==> src/rtl/gpu_req_pkg.sv <==
// gpu_req_pkg: command layout, response record and command builder shared by the GPU RAM read requester.
package gpu_req_pkg;
    localparam int CMD_RD_VALID_BIT = 0;
    localparam int CMD_TAG_LSB      = 8;
    localparam int CMD_TAG_MSB      = 15;

    typedef struct packed {
        logic [15:0] data;
        logic [19:0] addr;
        logic [7:0]  tag;
    } rsp_t;

    function automatic logic [31:0] mk_cmd(input logic [7:0] tag);
        logic [31:0] c;
        c = '0;
        c[CMD_TAG_MSB:CMD_TAG_LSB] = tag;
        c[CMD_RD_VALID_BIT] = 1'b1;
        return c;
    endfunction
endpackage

==> src/rtl/gpu_req_fifo.sv <==
// gpu_req_fifo: synchronous FIFO with occupancy count; push when full is dropped, pop when empty is ignored.
module gpu_req_fifo #(
    parameter int W     = 44,
    parameter int DEPTH = 4
) (
    input  logic                       i_clk,
    input  logic                       i_rst,
    input  logic                       i_push,
    input  logic [W-1:0]               i_din,
    input  logic                       i_pop,
    output logic [W-1:0]               o_dout,
    output logic [$clog2(DEPTH):0]     o_count
);
    localparam int AW = $clog2(DEPTH);
    logic [W-1:0]  r_mem [DEPTH];
    logic [AW-1:0] r_wr;
    logic [AW-1:0] r_rd;
    logic [AW:0]   r_count;
    logic          w_push;
    logic          w_pop;

    assign w_pop  = i_pop && r_count != '0;
    assign w_push = i_push && (r_count != (AW+1)'(DEPTH) || w_pop);

    always_ff @(posedge i_clk or posedge i_rst) begin
        if (i_rst) begin
            r_wr    <= '0;
            r_rd    <= '0;
            r_count <= '0;
        end else begin
            if (w_push) r_wr <= r_wr + AW'(1);
            if (w_pop) r_rd <= r_rd + AW'(1);
            r_count <= r_count + (AW+1)'(w_push) - (AW+1)'(w_pop);
        end
    end

    always_ff @(posedge i_clk) begin
        if (w_push) r_mem[r_wr] <= i_din;
    end

    assign o_dout  = r_mem[r_rd];
    assign o_count = r_count;
endmodule

==> src/rtl/gpu_ram_port_requester.sv <==
// gpu_ram_port_requester: read initiator for one slot of the time-multiplexed GPU RAM with in-order tagged responses.
// Define GPU_REQ_RETCHECK_EN to check every return against the issue order and raise a sticky err_flag.
module gpu_ram_port_requester
    import gpu_req_pkg::*;
#(
    parameter int RSP_DEPTH = 4,
    parameter int PC_LAST   = 4,
    parameter int RET_SLOT  = 1
) (
    input  logic        clk,
    input  logic        reset,
    input  logic [3:0]  pc_ena_in,
    input  logic        req_valid,
    output logic        req_ready,
    input  logic [19:0] req_addr,
    input  logic [7:0]  req_tag,
    output logic [19:0] ram_addr_out,
    output logic [31:0] ram_cmd_out,
    input  logic [19:0] ram_addr_in,
    input  logic [31:0] ram_cmd_in,
    input  logic [15:0] ram_data_in,
    output logic        rsp_valid,
    input  logic        rsp_ready,
    output logic [15:0] rsp_data,
    output logic [19:0] rsp_addr,
    output logic [7:0]  rsp_tag,
    output logic        err_flag
);
    localparam int CW = $clog2(RSP_DEPTH) + 1;

    logic          r_hold_valid;
    logic [19:0]   r_hold_addr;
    logic [7:0]    r_hold_tag;
    logic [CW-1:0] r_outstanding;
    logic [CW-1:0] w_fifo_count;
    logic          w_accept;
    logic          w_issue_slot;
    logic          w_issue;
    logic          w_ret;
    logic          w_ret_ok;
    logic          w_unused;
    rsp_t          w_rsp_in;
    rsp_t          w_rsp_out;

    // Credits cover both in-flight reads and queued responses, so a return always finds FIFO space.
    assign req_ready    = !reset && !r_hold_valid &&
                          ({1'b0, r_outstanding} + {1'b0, w_fifo_count} < (CW+1)'(RSP_DEPTH));
    assign w_accept     = req_valid && req_ready;
    assign w_issue_slot = pc_ena_in == 4'(PC_LAST);
    assign w_issue      = w_issue_slot && r_hold_valid;
    assign w_ret        = pc_ena_in == 4'(RET_SLOT) && ram_cmd_in[CMD_RD_VALID_BIT];
    assign w_ret_ok     = w_ret && r_outstanding != '0;
    assign w_rsp_in     = '{data: ram_data_in, addr: ram_addr_in, tag: ram_cmd_in[CMD_TAG_MSB:CMD_TAG_LSB]};
    assign w_unused     = ^{ram_cmd_in[31:CMD_TAG_MSB+1], ram_cmd_in[CMD_TAG_LSB-1:CMD_RD_VALID_BIT+1]};

    always_ff @(posedge clk or posedge reset) begin
        if (reset) begin
            r_hold_valid  <= 1'b0;
            r_hold_addr   <= '0;
            r_hold_tag    <= '0;
            r_outstanding <= '0;
            ram_addr_out  <= '0;
            ram_cmd_out   <= '0;
        end else begin
            if (w_issue_slot) ram_cmd_out <= r_hold_valid ? mk_cmd(r_hold_tag) : '0;
            if (w_issue) ram_addr_out <= r_hold_addr;
            if (w_issue) begin
                r_hold_valid <= 1'b0;
            end else if (w_accept) begin
                r_hold_valid <= 1'b1;
                r_hold_addr  <= req_addr;
                r_hold_tag   <= req_tag;
            end
            r_outstanding <= r_outstanding + CW'(w_issue) - CW'(w_ret_ok);
        end
    end

    gpu_req_fifo #(.W($bits(rsp_t)), .DEPTH(RSP_DEPTH)) u_rsp_fifo (
        .i_clk   (clk),
        .i_rst   (reset),
        .i_push  (w_ret_ok),
        .i_din   (w_rsp_in),
        .i_pop   (rsp_ready),
        .o_dout  (w_rsp_out),
        .o_count (w_fifo_count)
    );

    assign rsp_valid = w_fifo_count != '0;
    assign rsp_data  = w_rsp_out.data;
    assign rsp_addr  = w_rsp_out.addr;
    assign rsp_tag   = w_rsp_out.tag;

`ifdef GPU_REQ_RETCHECK_EN
    logic [27:0]   w_shadow_head;
    logic [CW-1:0] w_shadow_count;
    logic          w_mismatch;
    logic          r_err;

    gpu_req_fifo #(.W(28), .DEPTH(RSP_DEPTH)) u_shadow_fifo (
        .i_clk   (clk),
        .i_rst   (reset),
        .i_push  (w_issue),
        .i_din   ({r_hold_addr, r_hold_tag}),
        .i_pop   (w_ret_ok),
        .o_dout  (w_shadow_head),
        .o_count (w_shadow_count)
    );

    assign w_mismatch = w_shadow_count == '0 || w_shadow_head != {w_rsp_in.addr, w_rsp_in.tag};

    always_ff @(posedge clk or posedge reset) begin
        if (reset) r_err <= 1'b0;
        else if ((w_ret && !w_ret_ok) || (w_ret_ok && w_mismatch)) r_err <= 1'b1;
    end

    assign err_flag = r_err;
`else
    assign err_flag = 1'b0;
`endif
endmodule

==> config.mk <==
export PLATFORM = sky130hd
export DESIGN_NAME = gpu_ram_port_requester
export DESIGN_NICKNAME = d
export VERILOG_FILES = /design/src/rtl/gpu_req_pkg.sv /design/src/rtl/gpu_req_fifo.sv /design/src/rtl/gpu_ram_port_requester.sv
export SDC_FILE = /design/constraint.sdc
export NUM_CORES = 1
export LEC_CHECK = 0
export CAP_MARGIN = 30
export CORE_MARGIN = 2
export CORE_UTILIZATION = 40
export CTS_CLUSTER_SIZE = 24
export DETAILED_ROUTE_END_ITERATION = 12
export DONT_BUFFER_PORTS = 1
export PLACE_DENSITY = 0.63
export SLEW_MARGIN = 15
export SYNTH_ARGS = -nofsm -noshare
export SYNTH_HDL_FRONTEND = slang
export SYNTH_SLANG_ARGS = --single-unit
export TNS_END_PERCENT = 10
==> constraint.sdc <==
create_clock -name clk -period 4.65 [get_ports clk]
set_input_delay 0.465 -clock clk [delete_from_list [all_inputs] [get_ports clk]]
set_output_delay 0.465 -clock clk [all_outputs]
set_load 0.03 [all_outputs]
==> results of run 1 <==
## cell usage after synthesis, types with 2 or more instances
cell type and number:
and2_1 6, buf_2 4, buf_4 24, buf_6 2, clkbuf_1 9, dfrtp_1 68
edfxtp_1 176, fa_1 2, ha_1 10, inv_1 10, mux2_2 29, mux2_4 20
mux4_2 44, nand2_1 19, nand4b_1 2, nor2_1 2, nor3_1 2, o21ai_0 8
xnor2_1 6
## kinds of logic after synthesis
group / share of synthesized area (%)
DFF: 74.31
AOI/OAI and AO/OA: 0.8519
and+or+nand+nor: 2.010
xor gates and xnor gates: 0.6521
other: 0.03989
buffers and inverters: 3.167
adders and majority gates: 1.757
muxes: 17.21
## worst paths after layout
kind	startpoint	end	slack, ns
max	r_outstanding[2]	req_ready	1.79
min in group asynchronous	reset	r_outstanding[0]	0.43
max reg2reg	r_outstanding[2]	r_hold_addr[1]	1.80
max in group asynchronous	reset	ram_cmd_out[11]	3.26
min	ram_addr_in[8]	u_rsp_fifo.r_mem[0][16]	0.04
min reg2reg	r_hold_addr[9]	r_hold_addr[9]	0.51
## power breakdown
| group | internal, W | switching (W) |
|---|---|---|
| registers | 0.00265 | 0.000529 |
| clock network | 0.00115 | 0.000790 |
| logic | 0.000700 | 0.000925 |
## worst max-delay path, cell delays in order (launching register included)
cell and delay (ns):
dfrtp_1 0.41, ha_1 0.31, or4_4 0.56, a311oi_4 0.59
## stage by stage
step                worst slack (ns)  utilization [%]  area (um2)
floorplan                      1.868                -        9488
global placement               1.747            41.78        9719
detailed placement             1.581            41.78        9719
CTS                            1.747            45.34       10550
global route                   1.672            45.43       10570
finish                         1.793            45.43       10570
## state kept, by name, indices dropped and copies added (netlist names), 2 cells and up
register / count
r_hold_addr: 20
r_hold_tag: 8
r_outstanding: 3
ram_addr_out: 20
ram_cmd_out: 9
u_rsp_fifo.o_count: 3
u_rsp_fifo.r_mem: 176
u_rsp_fifo.r_rd: 2
u_rsp_fifo.r_wr: 2
## cell type report
| type | count | area, um2 | area share, % |
|---|---|---|---|
| clock buffer | 36 | 729.5 | 6.903 |
| clock inverter | 10 | 88.84 | 0.8406 |
| inverter | 10 | 37.54 | 0.3552 |
| multi-input combinational | 183 | 2208 | 20.90 |
| sequential | 244 | 6992 | 66.16 |
| tap | 319 | 399.1 | 3.777 |
| timing repair buffer | 13 | 112.6 | 1.066 |
## routing by layer
metal | up-vias | share of wire (%)
met4 | 0 | 2.1
met1 | 2060 | 37
met3 | 26 | 13
li1 | 1762 | -
met5 | - | 0
met2 | 162 | 48
## what timing repair did
| action | CTS | global route |
|---|---|---|
| setup endpoints to repair | 0 | 0 |
| resized for setup | 0 | 0 |
| hold buffers | 1 | 0 |
| hold endpoints to repair | 19 | 0 |
==> flow_summary.ini, run 1 <==
[power]
power.leakage_nw = 3.853
totalPowerFinal_w = 0.006740
vdd.ir_drop.worst_v = 0.0003354
power_density_nw_per_um2 = 637.8

[die]
std_cell_rows = 56
io_pins = 203
core_um2 = 23260
die_h_um = 157.3
start_util_pct = 40.42
die_w_um = 157.3
dieArea_um2 = 24750

[yosys]
synth_top_area_share_pct = 56.22
synth_cells = 454
yosys.area.top_type = edfxtp_1
ys_ff_latch = 244
synthArstFlopShare_pct = 27.87
yosysSeqAreaShare_pct = 74.31
synth_flop_cell = edfxtp_1
syn_area_um2 = 9402
synth_cell_types = 30
ys_warn_count = 0
synth.avg_cell_area_um2 = 20.71
synth_edf_count = 176
synth_top_cells_by_area = edfxtp_1 (56%), dfrtp_1 (18%), mux4_2 (11%)

[finish]
layout_common_cells = edfxtp_1 (176), dfrtp_1 (66), mux4_2 (44)
antenna_cells = 0
filler_cell_count = 2018
post_route_cells_drive_above_1_share_pct = 30.65
instances_no_fill = 815
nets = 594
synthToLayoutAreaGrowth_pct = 12.40
layout_commonest_cell = edfxtp_1

[drt]
via_per_inst = 4.920
avgRoutedWirePerCell_um = 20.33
drcViolationCount = 0
firstDrtPassIters = 4
ant_nets = 0
num_vias = 4010
drt_wl_total_um = 16570
drtIter0Drc = 185

[timing]
fin_tns_setup_ns = 0
setup_violations = 0
fin_skew_ns = 0.01018
period_minus_slack_ns = 2.857
rsz0062_at_grt = no
fmax_ghz = 0.3500
hold_violations = 0
worst_pin_slew_ns = 0.7795
timing.slew.headroom_pct = 48.03
fin_crit_sh_pct = 61.44
final-max-slew-violation-count = 0
whs_ns = 0.03638

[min_path]
hp-class = in -> reg
hold_depth = 0

[setup_path]
crit_type = reg -> out
cp-end-kind = primary output
critPathArrivalTime_ns = 2.39
path_max_fanout = 3
required_ns = 4.18
cp-start-kind = register
ff2ff_path_depth = 5

[job]
max_cap_violations = 0

[clocking]
clk_latency_ns = 0.52
cts_tree = done
clockRootBuffer = clkbuf_16
post_cts_buffers = 0
cts_sinks = 244
clk_transition_reported_paths_ns = 0.06
cts_buffer_depth = 3
cts_buffers = 26
htree_num_levels = 1

[placed_design]
dpl.hpwl_um = 10530
portBuffers = 0
place.gp.congestion = 0.7224
dpl.cell_count = 767

[global_routing]
grt_pass1_wl_um = 25700
grt_util_all_layers_pct = 13.56
grt_max_degree = 50
grt_overflow = 0
met1_usage_pct = 15.43
antenna_found_initial = 0
grt_pass1_vias = 4463
met2_usage_pct = 22.69
met3_usage_pct = 6.966
top_usage_layer = met2

[status]
status = completed
Note: power is estimated with default switching activity, not from simulation.
==> run 2, diff against run 1 <==
--- a/config.mk
+++ b/config.mk
@@ -5,6 +5,7 @@
 export SDC_FILE = /design/constraint.sdc
 export NUM_CORES = 1
 export LEC_CHECK = 0
+export ABC_AREA = 1
 export CAP_MARGIN = 30
 export CORE_MARGIN = 2
 export CORE_UTILIZATION = 40
==> constraint.sdc (replaced) <==
create_clock -name clk -period 2.8 [get_ports clk]
set_input_delay 0.28 -clock clk [delete_from_list [all_inputs] [get_ports clk]]
set_output_delay 0.28 -clock clk [all_outputs]
set_load 0.03 [all_outputs]
==> run 2 against run 1 <==
Against the previous run: register-to-register slack lost 1.3 ns; sequential power grew 54%; critical path depth up 1; clock skew up 0.0066 ns; non-clock buffer count is 151 higher; die area increased by 1.9%; via count increased by 56%; utilization up 5.8 points; setup slack got worse by 1.6 ns.
==> flow_summary.ini, run 2 <==
[drt]
drtIter0Drc = 374
drt_wl_total_um = 21380
via_per_inst = 4.945
ant_nets = 0
drcViolationCount = 0
firstDrtPassIters = 4
num_vias = 6270
avgRoutedWirePerCell_um = 16.86

[yosys]
ys_ff_latch = 244
syn_area_um2 = 9589
synth_flop_cell = edfxtp_1
ys_warn_count = 0
synth_cell_types = 25
yosys.area.top_type = edfxtp_1
yosys-top-cells-count = edfxtp_1 (176), nand2_1 (155), nor2_1 (98), o21ai_0 (89), dfrtp_1 (68)
synth.avg_cell_area_um2 = 12.28
synth_edf_count = 176
synth_top_area_share_pct = 55.11
synth_cells = 781
synth.most_common_cell = edfxtp_1
synth_top_cells_by_area = edfxtp_1 (55%), dfrtp_1 (18%), nand2_1 (6.1%)
synthArstFlopShare_pct = 27.87
yosysSeqAreaShare_pct = 72.86

[setup_path]
r2r_end = r_hold_tag[5]
cp_cell_sequence = buf_4 > o21ai_0 > o22ai_1 > buf_4
cpPeakStageDelay_ns = 0.66
r2r_start = r_outstanding[1]
r2r_setup_slack_ns = 0.55
path_max_fanout = 89
cp-start-kind = register
critPathArrivalTime_ns = 2.28
required_ns = 2.52
ff2ff_path_depth = 8
path_delay_family = buffers and inverters
crit_start = u_rsp_fifo.r_rd[0]
crit_type = reg -> out
cp-end-kind = primary output
cpMostUsedCell = buf_4
cp.buffers_inverters = 2
cp_slowest_cell = buf_4

[power]
totalPowerFinal_w = 0.01200
power_density_nw_per_um2 = 998.5
power.leakage_nw = 4.662
vdd.ir_drop.worst_v = 0.0005158

[min_path]
hp-class = in -> reg
hold_depth = 2
min_to = r_hold_valid
min-delay-start = req_valid

[finish]
nets = 1045
post_route_cells_drive_above_1_share_pct = 11.39
filler_cell_count = 1990
fin_util_pct = 51.22
largest_register_ffs = 176
synthToLayoutAreaGrowth_pct = 25.38
layout_common_cells = edfxtp_1 (176), nand2_1 (155), dlygate4sd3_1 (102)
largest_registers = u_rsp_fifo.r_mem: 176 flops, r_hold_addr: 20 flops, ram_addr_out: 20 flops
top_register = u_rsp_fifo.r_mem
layout_commonest_cell = edfxtp_1
instances_no_fill = 1268

[timing]
rsz0062_at_grt = no
fin_crit_sh_pct = 91.45
hold_violations = 0
fin_tns_setup_ns = 0
fmax_ghz = 0.3906
worst_pin_slew_ns = 0.9050
timing.slew.headroom_pct = 39.67
final-max-slew-violation-count = 0
period_minus_slack_ns = 2.560
fin_skew_ns = 0.01680
setup_violations = 0

[placed_design]
place.gp.congestion = 0.7510
dpl.hpwl_um = 11510
dpl.cell_count = 1119
portBuffers = 0

[clocking]
clockRootBuffer = clkbuf_16
clk_transition_reported_paths_ns = 0.06
cts_sinks = 244
cts_buffers = 25
cts_resized = 0
holdBufCountCts = 102
clk_latency_ns = 0.52
cts_buffer_depth = 3
cts_tree = done
htree_num_levels = 1
post_cts_buffers = 0

[global_routing]
grt_overflow = 0
grt_pass1_wl_um = 33660
met1_usage_pct = 21.23
grt_max_degree = 90
met2_usage_pct = 27.89
met3_usage_pct = 4.859
antenna_found_initial = 1
top_usage_layer = met2
grt_util_all_layers_pct = 16.58
grt_pass1_vias = 6235

[die]
die_w_um = 158.8
dieArea_um2 = 25230
core_um2 = 23470
die_h_um = 158.8
std_cell_rows = 56
start_util_pct = 40.85
io_pins = 203

[status]
status = completed

[job]
max_cap_violations = 0
## run 2: cell types whose count changed in the layout (fill, tap and decap cells not counted), moves of 81 or more
cell           previous run  this run
dlygate4sd3_1             1       102
nor2_1                    2        94
nand2_1                  19       155
o21ai_0                   8        89
## run 2: area by class of cell
class | count | area [um2] | area share, %
inverter | 26 | 97.59 | 0.8117
timing repair buffer | 164 | 1574 | 13.09
antenna | 1 | 2.502 | 0.02081
clock buffer | 36 | 686.9 | 5.713
sequential | 244 | 6989 | 58.13
multi-input combinational | 468 | 2226 | 18.51
clock inverter | 10 | 47.55 | 0.3955
tap | 319 | 399.1 | 3.320
## run 2: power breakdown
group          switching (W)  internal, W  leakage, nW
logic                0.00273      0.00140         1.85
registers           0.000556      0.00432         2.45
clock network        0.00130      0.00170        0.361
## run 2: layer usage
layer  up-vias  routed length [um]
met2       230               10330
li1       2957                   -
met4         0                 337
met5         -                   0
met1      3059                8728
met3        24                1979
## run 2: through the flow
step | setup WS [ns] | cell area (um2) | hold slack [ns]
detailed placement | 0.7352 | 10260 | 0.2235
global route | 0.05704 | 12020 | 0.08972
finish | 0.2395 | 12020 | 0.07147
floorplan | -0.3094 | 9676 | 0.3789
global placement | 0.7532 | 10260 | 0.2196
CTS | 0.2153 | 12020 | 0.03769
## run 2: kinds of logic after synthesis
group                    Yosys count  synth area share [%]
AO/OA/AOI/OAI                    134                 7.568
other                              1               0.03911
AND/OR/NAND/NOR                  293                 12.21
XOR/XNOR                           5                0.4567
buffers and inverters             92                 5.141
flip-flops                       244                 72.86
adder cells (fa/ha/maj)           12                 1.722
## run 2: worst max path at each step
stage / slack, ns / to / cells past startpoint
after floorplan: -0.31 / u_rsp_fifo.r_mem[0][0] / 5
after global placement: 0.75 / r_outstanding[2] / 11
after detailed placement: 0.74 / r_outstanding[1] / 11
after CTS: 0.22 / rsp_data[2] / 4
after global routing: 0.06 / rsp_addr[19] / 4
final: 0.24 / rsp_addr[2] / 4
